--- config.mk ---
export PLATFORM = sky130hd
export DESIGN_NAME = armleocpu_decode_issue
export DESIGN_NICKNAME = d
export VERILOG_FILES = /design/src/rtl/armleocpu_decode_issue.sv
export SDC_FILE = /design/constraint.sdc
export NUM_CORES = 1
export LEC_CHECK = 0
export ABC_AREA = 1
export CAP_MARGIN = 25
export CORE_MARGIN = 3
export CORE_UTILIZATION = 41
export CTS_CLUSTER_SIZE = 20
export DETAILED_ROUTE_END_ITERATION = 8
export PLACE_DENSITY = 0.81
export SKIP_CTS_REPAIR_TIMING = 1
export SLEW_MARGIN = 20
export SYNTH_ARGS = -nofsm -noshare
export SYNTH_HDL_FRONTEND = slang
export SYNTH_SLANG_ARGS = --single-unit
--- constraint.sdc ---
create_clock -name clk -period 1.82 [get_ports clk]
set_clock_uncertainty 0.05 [all_clocks]
set_input_delay 0.273 -clock clk [delete_from_list [all_inputs] [get_ports clk]]
set_output_delay 0.273 -clock clk [all_outputs]
set_load 0.01 [all_outputs]
--- src/rtl/armleocpu_decode_issue.sv ---
// -----------------------------------------------------------------------------
// armleocpu_decode_issue
//   Operand-fetch / issue stage sitting between fetch and execute. It accepts
//   one instruction per cycle and launches the synchronous register-file reads
//   (one-cycle latency). It then holds the instruction and its operands for
//   execute behind a valid/ready handshake. While the instruction waits, each
//   operand is kept coherent with writeback traffic through a per-operand
//   override register. This includes a write that lands in the accept cycle,
//   when the regfile still returns the pre-write value.
//
// Ports
//   clk, rst_n                 clock (rising edge), async active-low reset
//   f2d_valid/instr/pc/ready   fetch-side handshake
//   rs1_read/addr/rdata        regfile port 1 (rdata valid cycle after read)
//   rs2_read/addr/rdata        regfile port 2 (rdata valid cycle after read)
//   rd_write/addr/wdata        writeback write strobe snooped for hazards
//   d2e_valid/instr/pc         held instruction towards execute
//   d2e_rs1_data/rs2_data      operands towards execute
//   d2e_ready                  execute accepts
//   kill                       flush: drop the held instruction
// -----------------------------------------------------------------------------
module armleocpu_decode_issue #(
  parameter int BYPASS_EN = 1
) (
  input  logic        clk,
  input  logic        rst_n,
  input  logic        f2d_valid,
  input  logic [31:0] f2d_instr,
  input  logic [31:0] f2d_pc,
  output logic        f2d_ready,
  output logic        rs1_read,
  output logic [4:0]  rs1_addr,
  input  logic [31:0] rs1_rdata,
  output logic        rs2_read,
  output logic [4:0]  rs2_addr,
  input  logic [31:0] rs2_rdata,
  input  logic        rd_write,
  input  logic [4:0]  rd_addr,
  input  logic [31:0] rd_wdata,
  output logic        d2e_valid,
  output logic [31:0] d2e_instr,
  output logic [31:0] d2e_pc,
  output logic [31:0] d2e_rs1_data,
  output logic [31:0] d2e_rs2_data,
  input  logic        d2e_ready,
  input  logic        kill
);

  logic        r_vld_p1;
  logic [31:0] r_instr_p1;
  logic [31:0] r_pc_p1;
  logic [4:0]  r_rs1_addr_p1;
  logic [4:0]  r_rs2_addr_p1;
  logic        r_ov1_vld_p1;
  logic        r_ov2_vld_p1;
  logic [31:0] r_ov1_data_p1;
  logic [31:0] r_ov2_data_p1;

  logic w_accept;
  logic w_advance;
  logic w_wb_live;
  logic w_in_hit1;
  logic w_in_hit2;
  logic w_held_hit1;
  logic w_held_hit2;

  // ---- p0: fetch-side handshake and regfile read launch ----
  // f2d_ready deliberately ignores f2d_valid to avoid a combinational loop
  // through fetch.
  assign f2d_ready = !kill && (!r_vld_p1 || d2e_ready);
  assign w_accept  = f2d_valid && f2d_ready;
  assign w_advance = r_vld_p1 && d2e_ready;

  assign rs1_read  = w_accept;
  assign rs2_read  = w_accept;
  assign rs1_addr  = f2d_instr[19:15];
  assign rs2_addr  = f2d_instr[24:20];

  // x0 writes never override: the regfile keeps storage[0] at zero.
  assign w_wb_live   = (BYPASS_EN != 0) && rd_write && (rd_addr != 5'd0);
  assign w_in_hit1   = w_wb_live && (rd_addr == f2d_instr[19:15]);
  assign w_in_hit2   = w_wb_live && (rd_addr == f2d_instr[24:20]);
  assign w_held_hit1 = w_wb_live && (rd_addr == r_rs1_addr_p1);
  assign w_held_hit2 = w_wb_live && (rd_addr == r_rs2_addr_p1);

  // ---- p0 -> p1: capture instruction, track writeback while held ----
  always_ff @(posedge clk or negedge rst_n) begin
    if (!rst_n) begin
      r_vld_p1      <= 1'b0;
      r_instr_p1    <= '0;
      r_pc_p1       <= '0;
      r_rs1_addr_p1 <= '0;
      r_rs2_addr_p1 <= '0;
      r_ov1_vld_p1  <= 1'b0;
      r_ov2_vld_p1  <= 1'b0;
      r_ov1_data_p1 <= '0;
      r_ov2_data_p1 <= '0;
    end else if (kill) begin
      r_vld_p1     <= 1'b0;
      r_ov1_vld_p1 <= 1'b0;
      r_ov2_vld_p1 <= 1'b0;
    end else if (w_accept) begin
      // A replacing accept only looks at the incoming addresses.
      r_vld_p1      <= 1'b1;
      r_instr_p1    <= f2d_instr;
      r_pc_p1       <= f2d_pc;
      r_rs1_addr_p1 <= f2d_instr[19:15];
      r_rs2_addr_p1 <= f2d_instr[24:20];
      r_ov1_vld_p1  <= w_in_hit1;
      r_ov2_vld_p1  <= w_in_hit2;
      if (w_in_hit1) r_ov1_data_p1 <= rd_wdata;
      if (w_in_hit2) r_ov2_data_p1 <= rd_wdata;
    end else if (w_advance) begin
      r_vld_p1     <= 1'b0;
      r_ov1_vld_p1 <= 1'b0;
      r_ov2_vld_p1 <= 1'b0;
    end else if (r_vld_p1) begin
      // Stalled: the regfile output is frozen, so every later write to a
      // held source is captured here; the newest write wins.
      if (w_held_hit1) begin
        r_ov1_vld_p1  <= 1'b1;
        r_ov1_data_p1 <= rd_wdata;
      end
      if (w_held_hit2) begin
        r_ov2_vld_p1  <= 1'b1;
        r_ov2_data_p1 <= rd_wdata;
      end
    end
  end

  // ---- p1: operand select towards execute ----
  assign d2e_valid    = r_vld_p1;
  assign d2e_instr    = r_instr_p1;
  assign d2e_pc       = r_pc_p1;
  assign d2e_rs1_data = r_ov1_vld_p1 ? r_ov1_data_p1 : rs1_rdata;
  assign d2e_rs2_data = r_ov2_vld_p1 ? r_ov2_data_p1 : rs2_rdata;

endmodule

==> flow_summary.toml <==
[finish]
final_common_cell = "nand2_1"
post-route-cell-area_um2 = 10680
fin_util_pct = 69.71
final_layout_size_suffix_gt1_share_pct = 8.398
n_antenna_cell = 0
area_growth_pct = 64.95
final_cell_mix = "nand2_1, clkdlybuf4s50_1, dfrtp_1"
fill_cells = 1278
layout.nets = 1325

[floorplan]
die_area_um2 = 17330
io_pins = 313
die_w_um = 131.6
coreArea_um2 = 15310
die_h_um = 131.6
initial_core_util_pct = 42.26
row_count = 45

[timing]
slew_headroom_pct = 69.37
maxSlewViolCount = 0
fin_crit_ps = 2105
hold_viol = 0
postLayoutSetupSlackWorst_ps = -285.1
post-route-period-util_pct = 115.7
tightest_slew_ps = 459.4
rsz0062_at_grt = "yes"
max_freq_mhz = 475.0
setup_viol = 4

[worst_hold_path]
worst_hold_path_type = "input pin to async pin"

[yosys]
synth_cell_types = 21
synthMuxAreaShare_pct = 0
syn_nets = 1029
synthesis.area_um2 = 6472
synth-compound-area-share_pct = 0.8506
synth-xor-area-share_pct = 1.894
yosys_warnings = 0
syn-instance-count = 858
synth_seq_cells = 131
synth_seq_area_share_pct = 50.65
syn_avg_cell_area_um2 = 7.544
synth_fa_ha_area_share_pct = 0
synthSimpleGateAreaFrac_pct = 39.49
synth_top_family_by_area = "simple AND/OR/NAND/NOR gates"

[global_routing]
grt_use_total_pct = 25.26
grt_pass1_wl_um = 35170
grt_max_degree = 63
antenna_found_initial = 0
overflow = 0
grt_pass1_vias = 6787

[outcome]
violations = "setup timing"
status = "finished with violations"

[place]
pre_cts_slack_ps = -220.5
port_buffers = 312
place_area_um2 = 9844
place_congestion = 0.8239
place_hpwl_um = 16000

[clock_tree]
clkTransAtPathRegs_ps = 60
ctsHtreeMaxLevel = 4
cts_sinks = 131
clk_path_buf_depth = 2
cts_made_buffers = 17
root_buffer = "clkbuf_16"
cts_tree = "yes"
insertion_delay_ps = 410

[critical_path]
ff2ff_setup_slack_ps = 230
worst-endpoint-arrival_ps = 1780
startpoint_type = "flip-flop"
path_max_fanout = 18
cp.required_ps = 1500
setup.worst_path.end_class = "output port"
cp-endpoint = "d2e_rs2_data[1]"
setup.worst_path.start = "r_ov2_vld_p1"
critPathKind = "flip-flop to output port"
reg2reg_depth = 11
regToRegStartpoint = "d2e_instr[16]"
reg2reg_to = "r_ov1_data_p1[22]"

[detailed_routing]
drc = 0
drtIter0Drc = 378
viasPerCell = 4.949
drt_wl_total_um = 22670
wl_per_cell_um = 16.45
final_antenna_net_count = 0
via_count = 6820
dr.pass1.iters = 5

[power_and_ir_drop]
power.total_uw = 9930
ir_worst_vdd_mv = 0.5694
cellLeakagePower_uw = 0.005806
p_per_area_nw_per_um2 = 930.0

[job]
cap_viol_max_count = 0
-- synth_stat cells --
cell type | instances | area share, %
nor2_4 | 1 | 0.17
buf_6 | 6 | 1.0
nand2_2 | 2 | 0.19
a21oi_1 | 3 | 0.23
inv_1 | 11 | 0.64
nand2_4 | 3 | 0.52
o21ai_1 | 1 | 0.077
inv_2 | 6 | 0.35
xnor2_1 | 6 | 0.81
nand2_1 | 526 | 31
dfrtp_1 | 131 | 51
nor2_1 | 13 | 0.75
nand3_1 | 2 | 0.15
buf_2 | 23 | 1.8
xor2_1 | 8 | 1.1
buf_4 | 17 | 2.0
clkbuf_1 | 23 | 1.3
nand3_4 | 2 | 0.54
nand4_1 | 64 | 6.2
o21ai_0 | 7 | 0.54
nand3_2 | 3 | 0.46
-- routing by layer --
layer	wire length, um	up-vias	global-route usage, %
met4	578	0	8.518
met2	11140	333	42.29
met5	0	-	0
li1	-	3258	-
met1	8711	3191	29.94
met3	2240	38	9.571
-- registers in the layout, indices dropped and copies added (netlist names) --
signal,count
d2e_instr,32
r_ov1_vld_p1,1
d2e_pc,32
d2e_valid,1
r_ov2_data_p1,32
r_ov1_data_p1,32
r_ov2_vld_p1,1
-- critical path, stage by stage, from the launching register on --
cell and delay (ps):
dfrtp_2 410, buf_8 190, nand2_1 150, nand2_1 100, clkdlybuf4s50_1 530
-- cell type report --
type | instances | area [um2] | area share [%]
clock inverters | 12 | 155.1 | 1.453
inverters | 17 | 71.32 | 0.6680
well taps | 211 | 264.0 | 2.473
repair buffers | 346 | 3707 | 34.72
multi-input cells | 641 | 2741 | 25.68
flip-flops and latches | 131 | 3281 | 30.73
clock buffers | 20 | 456.7 | 4.278
-- through the flow --
stage | hold WS [ps] | setup TNS (ps) | std cells
3_3_place_gp | 193.2 | -9735 | 1341
6_report | 299.3 | -1022 | 1378
3_5_place_dp | 186.6 | -12340 | 1341
5_1_grt | 336.2 | -1362 | 1378
4_1_cts | -263.1 | -21300 | 1373
2_1_floorplan | -72.59 | 0 | 858
-- cell families after synthesis --
group | Yosys count
AO/OA/AOI/OAI | 11
AND/OR/NAND/NOR | 616
XOR/XNOR | 14
flip-flops | 131
buffers and inverters | 86
-- power by group --
| part | total, uW | switching (uW) | internal (uW) |
|---|---|---|---|
| combinational | 2570 | 1220 | 1350 |
| sequential | 3850 | 358 | 3490 |
| clock | 3510 | 1280 | 2230 |
-- how the worst min path moves through the flow --
stage          startpoint           endpoint
3_3_place_gp        rst_n  r_ov1_data_p1[16]
3_5_place_dp        rst_n  r_ov1_data_p1[16]
2_1_floorplan       rst_n       d2e_instr[0]
5_1_grt             rst_n  r_ov1_data_p1[16]
4_1_cts             rst_n  r_ov1_data_p1[16]
6_report            rst_n  r_ov1_data_p1[16]
(Power assumes the default switching activity.)
